## src/rtl/calc_pkg.sv

```systemverilog
// Shared constants and opcode decoding for the calculator entry front end.
// Optional macro OP_DIV_EN: sw_op=11 decodes to divide instead of being rejected.
package calc_pkg;

  localparam logic [2:0] OP_NONE = 3'b000;
  localparam logic [2:0] OP_ADD  = 3'b010;
  localparam logic [2:0] OP_SUB  = 3'b100;
  localparam logic [2:0] OP_DIV  = 3'b110;
  localparam logic [2:0] OP_MUL  = 3'b111;

  localparam logic [1:0] S_A     = 2'b00;
  localparam logic [1:0] S_B     = 2'b01;
  localparam logic [1:0] S_ISSUE = 2'b10;

  localparam logic [3:0] BCD_MAX = 4'd9;

  typedef struct packed {
    logic       ok;
    logic [2:0] code;
  } op_dec_t;

  function automatic op_dec_t op_decode(input logic [1:0] sw_op);
    op_dec_t d;
    d.ok = 1'b1;
    case (sw_op)
      2'b00:   d.code = OP_ADD;
      2'b01:   d.code = OP_SUB;
      2'b10:   d.code = OP_MUL;
      default: begin
`ifdef OP_DIV_EN
        d.code = OP_DIV;
`else
        d.code = OP_NONE;
        d.ok   = 1'b0;
`endif
      end
    endcase
    return d;
  endfunction

endpackage

```

## src/rtl/btn_debounce.sv

```systemverilog
// Raw button -> 2-flop sync -> counter debouncer -> registered rising-edge pulse.
module btn_debounce #(
  parameter int DEB_CYCLES = 16
) (
  input  logic clk,
  input  logic rst_n,
  input  logic btn,
  output logic pulse
);

  localparam int CW = $clog2(DEB_CYCLES) + 1;

  logic          s1, s2, level, level_q;
  logic [CW-1:0] cnt;

  always_ff @(posedge clk) begin
    if (!rst_n) begin
      s1      <= 1'b0;
      s2      <= 1'b0;
      level   <= 1'b0;
      level_q <= 1'b0;
      pulse   <= 1'b0;
      cnt     <= '0;
    end else begin
      s1      <= btn;
      s2      <= s1;
      level_q <= level;
      pulse   <= level & ~level_q;
      // any sample agreeing with the accepted level restarts the run
      if (s2 == level) begin
        cnt <= '0;
      end else if (cnt == CW'(DEB_CYCLES - 1)) begin
        level <= s2;
        cnt   <= '0;
      end else begin
        cnt <= cnt + CW'(1);
      end
    end
  end

endmodule

```

## src/rtl/calc_input_ctrl.sv

```systemverilog
// Button-driven BCD operand/opcode entry with a valid/ready tuple handoff.
// OP_DIV_EN (see calc_pkg) enables the divide opcode on sw_op=11.
module calc_input_ctrl
  import calc_pkg::*;
#(
  parameter int N_DIGITS   = 2,
  parameter int DEB_CYCLES = 16
) (
  input  logic                  clk,
  input  logic                  rst_n,
  input  logic [3:0]            sw_val,
  input  logic [1:0]            sw_op,
  input  logic                  btn_enter,
  input  logic                  btn_next,
  input  logic                  btn_clear,
  output logic [4*N_DIGITS-1:0] num1_bcd,
  output logic [4*N_DIGITS-1:0] num2_bcd,
  output logic [2:0]            operation,
  output logic                  out_valid,
  input  logic                  out_ready,
  output logic                  entry_err,
  output logic [1:0]            state_dbg
);

  localparam int W  = 4 * N_DIGITS;
  localparam int CW = $clog2(N_DIGITS + 1);

  logic          enter_p, next_p, clear_p;
  logic [1:0]    state;
  logic [CW-1:0] digit_cnt;
  logic [W-1:0]  shift_a, shift_b;
  logic          digit_ok;
  op_dec_t       dec;

  btn_debounce #(.DEB_CYCLES(DEB_CYCLES)) u_enter (.clk(clk), .rst_n(rst_n), .btn(btn_enter), .pulse(enter_p));
  btn_debounce #(.DEB_CYCLES(DEB_CYCLES)) u_next  (.clk(clk), .rst_n(rst_n), .btn(btn_next),  .pulse(next_p));
  btn_debounce #(.DEB_CYCLES(DEB_CYCLES)) u_clear (.clk(clk), .rst_n(rst_n), .btn(btn_clear), .pulse(clear_p));

  // new digit enters at the LSD; the MSD falls off (never reached: count guards it)
  assign shift_a   = W'({num1_bcd, sw_val});
  assign shift_b   = W'({num2_bcd, sw_val});
  assign digit_ok  = (sw_val <= BCD_MAX) && (digit_cnt != CW'(N_DIGITS));
  assign dec       = op_decode(sw_op);
  assign state_dbg = state;

  always_ff @(posedge clk) begin
    if (!rst_n || clear_p) begin
      state     <= S_A;
      num1_bcd  <= '0;
      num2_bcd  <= '0;
      operation <= OP_NONE;
      digit_cnt <= '0;
      out_valid <= 1'b0;
      entry_err <= 1'b0;
    end else begin
      case (state)
        S_A, S_B: begin
          if (next_p) begin
            if (state == S_B) begin
              state     <= S_ISSUE;
              out_valid <= 1'b1;
            end else if (dec.ok) begin
              operation <= dec.code;
              state     <= S_B;
              digit_cnt <= '0;
            end else begin
              entry_err <= 1'b1;
            end
          end else if (enter_p) begin
            if (digit_ok) begin
              if (state == S_A) num1_bcd <= shift_a;
              else              num2_bcd <= shift_b;
              digit_cnt <= digit_cnt + CW'(1);
              entry_err <= 1'b0;
            end else begin
              entry_err <= 1'b1;
            end
          end
        end
        S_ISSUE: begin
          // operation stays latched so the display can keep showing it
          if (out_valid && out_ready) begin
            out_valid <= 1'b0;
            state     <= S_A;
            num1_bcd  <= '0;
            num2_bcd  <= '0;
            digit_cnt <= '0;
          end
        end
        default: state <= S_A;
      endcase
    end
  end

endmodule

```

## config.mk

```make
export PLATFORM = sky130hd
export DESIGN_NAME = calc_input_ctrl
export DESIGN_NICKNAME = d
export VERILOG_FILES = /design/src/rtl/calc_pkg.sv /design/src/rtl/btn_debounce.sv /design/src/rtl/calc_input_ctrl.sv
export SDC_FILE = /design/constraint.sdc
export NUM_CORES = 1
export LEC_CHECK = 0
export CAP_MARGIN = 5
export CORE_MARGIN = 3
export CORE_UTILIZATION = 52
export DETAILED_ROUTE_END_ITERATION = 7
export GPL_ROUTABILITY_DRIVEN = 0
export PLACE_DENSITY_LB_ADDON = 0.08
export SLEW_MARGIN = 20
export SYNTH_ARGS = -nofsm -noshare
export SYNTH_HDL_FRONTEND = slang
export SYNTH_HIERARCHICAL = 1
export SYNTH_SLANG_ARGS = --single-unit
```

## constraint.sdc

```tcl
create_clock -name clk -period 1.93 [get_ports clk]
set_input_delay 0.386 -clock clk [delete_from_list [all_inputs] [get_ports clk]]
set_output_delay 0.386 -clock clk [all_outputs]
set_load 0.02 [all_outputs]
```

# == Word level (Yosys, flattened, before mapping) ==
# Cells that the tools add are included.
# classes
n_mux,33
order_cmp,1
n_addsub,4
bitwise_logic,11
n_reduce_logical,23
n_eq_ne,26
# op_table
cell,n
$mux W8,9
$pmux W8 S2,2
$mux W2,9
$ne A2 B2 Y1 const B,9
$reduce_and A6 Y1,3
$add A5 B1 Y5 const B,3
$eq A5 B4 Y1 const B,3
$reduce_and A4 Y1,3
$reduce_or A3 Y1,4
$mux W1,9
$ne A3 B3 Y1 const B,3
$pmux W3 S3,1
$not A1 Y1,8
$pmux W2 S2,2
$reduce_and A2 Y1,3
$eq A2 B1 Y1 const B,2
$eq A2 B2 Y1 const B,2
$le A4 B4 Y1 const B,1
$logic_not A2 Y1,2
$ne A2 B1 Y1 const B,2
$reduce_bool A2 Y1,2
$and A1 B1 Y1,3
$eq A1 B1 Y1,3
$ne A3 B1 Y1 const B,1
other kinds (8),9
# totals
regBits,55
output_inout_bits,23
elab_cells,123

# == Logic depth before layout (Yosys ltp) ==
# depth
depth_word,7
ltp_mapped,7
depth_no_buf,6

# == Cells and area by module ==
# Netlist, hierarchy kept.
# modules_own_cells
mod,cells_per_inst,n_inst,seq_area_each_um2,area_per_inst_um2
calc_input_ctrl,114,1,500.5,1179.9
btn_debounce,31,3,200.2,342.8

# == Worst setup path before layout ==
# OpenSTA, ideal clock, no wires.
# synth_path
path_type,register -> register
start,register state[0] (netlist: state_dbg[0])
end,register digit_cnt[0]
path_slack_ns,0.311
path_stages_with_launch,7
required_ns,1.812
arrival_time_ns,1.500
setup_ns,0.118
path_cell_list,dfxtp_1 > inv_1 > ha_1 > nor2_2 > inv_1 > o221a_2 > mux2i_1
# synth_via
elab_chain_cells,4
elab_cells_between_ends,12
# synth_lines
item,line,rtl
"start, declared",calc_input_ctrl.sv:29,logic [1:0] state;
"start signal, assigned",calc_input_ctrl.sv:48,state <= S_A;
"start signal, assigned",calc_input_ctrl.sv:60,state <= S_ISSUE;
"start signal, assigned",calc_input_ctrl.sv:64,state <= S_B;
$eq A2 B1 Y1 or $logic_not A2 Y1 (tied branches),"calc_input_ctrl.sv:56, calc_input_ctrl.sv:59",
$reduce_or A2 Y1,calc_input_ctrl.sv:56,case (state)
"$ne A3 B1 Y1 (no source line), or another cell as far along",n/a,
$reduce_and A6 Y1 (no source line),n/a,
"end signal, assigned",calc_input_ctrl.sv:73,digit_cnt <= digit_cnt + CW'(1);
"end, declared",calc_input_ctrl.sv:30,logic [CW-1:0] digit_cnt;
# Parallel ways exist; a longest one is shown, timed or not.
# A chain may end at the register's enable or synchronous reset.

# == Worst setup path after layout ==
# layout_path
start,register out_valid
end,output out_valid
# layout_rtl
item,line,rtl
"start, declared",calc_input_ctrl.sv:19,"output logic out_valid,"
"start signal, assigned",calc_input_ctrl.sv:53,out_valid <= 1'b0;
"start signal, assigned",calc_input_ctrl.sv:61,out_valid <= 1'b1;
"start signal, assigned",calc_input_ctrl.sv:83,out_valid <= 1'b0;
# No word-level cell between the ends.

==> metrics.cfg <==
[clocking]
cts_num_sinks=55
cts-buffers-inserted=5
clk_pin_slew_ns=0.10
root_buffer=clkbuf_8
htree_levels=2
cts_setup_buffers=0
cts_resized=0
worstSkewPairLatency_ns=0.30
hold_buffers=0
cts_tree=done
clockBufferDepth=2

[layout]
final_cell_area_um2=2700
num-nets-final=274
layout-drive-gt1-share_pct=10.8
fin_util_pct=66.6
diodes=0
area_delta_synth_final_pct=22.4

[global_routing]
grt_start_max_net_pins=23
grt.overflow.total=0
track_usage_pct=16.8
grt_pass1_vias=1631
grt_pass1_wl_um=6950
grt_antenna_before_repair=0

[floorplan]
dieHeight_um=71.2
pin_count=35
die_x_um=71.2
fp-row-count=23
die-area_um2=5060
core_region_area_um2=4060
start_util_pct=54.4

[timing]
hold_violations=0
setup_viol=0
slew_violations=0
fmax_ghz=0.580
finClkSkew_ns=0.00495
whs_ns=0.387
min_period_over_period_pct=89.3
rsz0062_at_grt=no
max_slew_margin_pct=74.0
fin_ws_ns=0.206
period_needed_ns=1.72
finalSetupTns_ns=0
tightest_slew_ns=0.390

[place]
portBuffers=34
placed_area_um2=2620
pre_cts_ws_ns=0.0419
hpwlAfterDp_um=3010

[job]
cap_violations=0

[yosys]
ys_async_sr_fraction_pct=0
yosysWarningCount=6
yosys.cell_count.top_type=dfxtp_1
ys_seq_area_share_pct=49.9
syn_inst=207
synth_cell_types=37
synth_ff_type=dfxtp_1
synth_top_area_share_pct=49.9
synth_edf_count=0
synth_area_um2=2210
synth_area_leaders=dfxtp_1 (50%), ha_1 (7.9%), a32o_1 (7.3%), nor2_1 (3.7%), mux2i_1 (3.2%)
avgSynthCellArea_um2=10.7
yosysTopAreaCell=dfxtp_1
synth_common_cells=dfxtp_1 (55), nor2_1 (22), a32o_1 (16), ha_1 (14), inv_1 (14)
ys_seq_elements=55
syn_nets=233

[setup_path]
cp.arrival_ns=1.34
path_buf_inv=1
cp_max_fo=5
cp.required_ns=1.54
end_kind=output pin
critPathMaxStageDelay_ns=0.63
cp_slowest_cell=clkdlybuf4s50_1
start_kind=flop
path_delay_family=buffers and inverters
crit_chain=clkdlybuf4s50_1
crit_type=flop to output pin

[route]
drt_pass1_iterations=4
post-route-drc-count=0
routed_via_density=5.35
wire_per_inst_um=13.4
routed_wl_um=4000
drt_iter0_drc=74
ant_nets=0
vias=1600

[pwr]
vdd_drop_max_mv=0.575
p_leak_nw=1.02
power.density_nw_per_um2=681

[min_path]
hp-class=flop to flop

[status]
status=finished clean

==> placed cells by master, fill, tap and decap left out, types with 2 or more instances in the layout <==
cell type	synthesis	routed
inv_1	14	14
a21oi_1	6	6
o21ai_0	2	2
nor2_1	22	22
xor2_1	6	6
nand3_1	5	5
nand2b_1	4	4
xnor2_1	3	3
o21ai_1	2	2
nand3b_2	3	3
dfxtp_1	55	55
clkdlybuf4s50_1	0	34
ha_1	14	14
nand2_1	4	4
mux2i_1	7	7
buf_4	0	5
nor2b_1	7	7
and2_2	3	3
a32o_1	16	16
clkbuf_8	0	5
clkinv_2	0	2
or4_1	2	2
and3_1	3	3
and2_1	10	10
==> cell type report <==
type / instances / area [um2]
clock buffer: 5 / 68.8
timing repair buffer: 39 / 378
sequential: 55 / 1100
inverter: 14 / 52.6
fill: 326 / 1360
clock inverter: 3 / 18.8
tap: 50 / 62.6
multi-input combinational: 133 / 1020
==> path summary, 6_finish.rpt <==
path	startpoint	endpoint	slack, ns	cells after the start
max	out_valid$_SDFFE_PP0P_	out_valid	0.21	1
min reg2reg	u_enter/level_q$_SDFF_PN0_	u_enter/pulse$_SDFF_PN0_	0.39	1
min	u_enter/level_q$_SDFF_PN0_	u_enter/pulse$_SDFF_PN0_	0.39	1
max reg2reg	state_dbg[0]$_SDFFE_PP0P_	digit_cnt[0]$_SDFFE_PP0P_	0.28	6
==> metrics by stage <==
stage / instances / power (mW)
after floorplan: 207 / 1.20
after global placement: 291 / 1.24
after detailed placement: 291 / 1.24
after CTS: 299 / 1.86
after global routing: 299 / 1.92
final: 299 / 1.84
==> registers in the layout, indices dropped and copies added, names as in the netlist, 2 cells and up <==
name,count
digit_cnt,2
num1_bcd,8
num2_bcd,8
operation,3
state_dbg,2
u_clear/cnt,5
u_enter/cnt,5
u_next/cnt,5
==> kinds of logic (layout without fill, tap and decap cells) <==
group | Yosys count | in the layout | share of synthesized area [%]
flip-flops | 55 | 55 | 49.9
XOR/XNOR | 9 | 9 | 3.57
AND/OR/NAND/NOR | 70 | 70 | 18.3
multiplexers | 7 | 7 | 3.17
buffers and inverters | 19 | 61 | 3.91
adder cells (fa/ha/maj) | 14 | 14 | 7.93
AO/OA/AOI/OAI | 33 | 33 | 13.3
==> metal layers <==
layer	vias to the layer above	global-route usage, %	wire length (um)
li1	805	-	-
met1	766	19.0	1720
met2	27	30.6	2130
met3	2	4.55	124
met4	0	5.01	22
met5	-	0	0
==> power breakdown <==
part | leakage, nW | switching, mW | internal (mW)
combinational | 0.526 | 0.0333 | 0.0378
sequential | 0.444 | 0.00363 | 1.14
clock | 0.0483 | 0.368 | 0.256
total | 1.02 | 0.405 | 1.44
No activity file was read; power rests on OpenSTA's default activity.
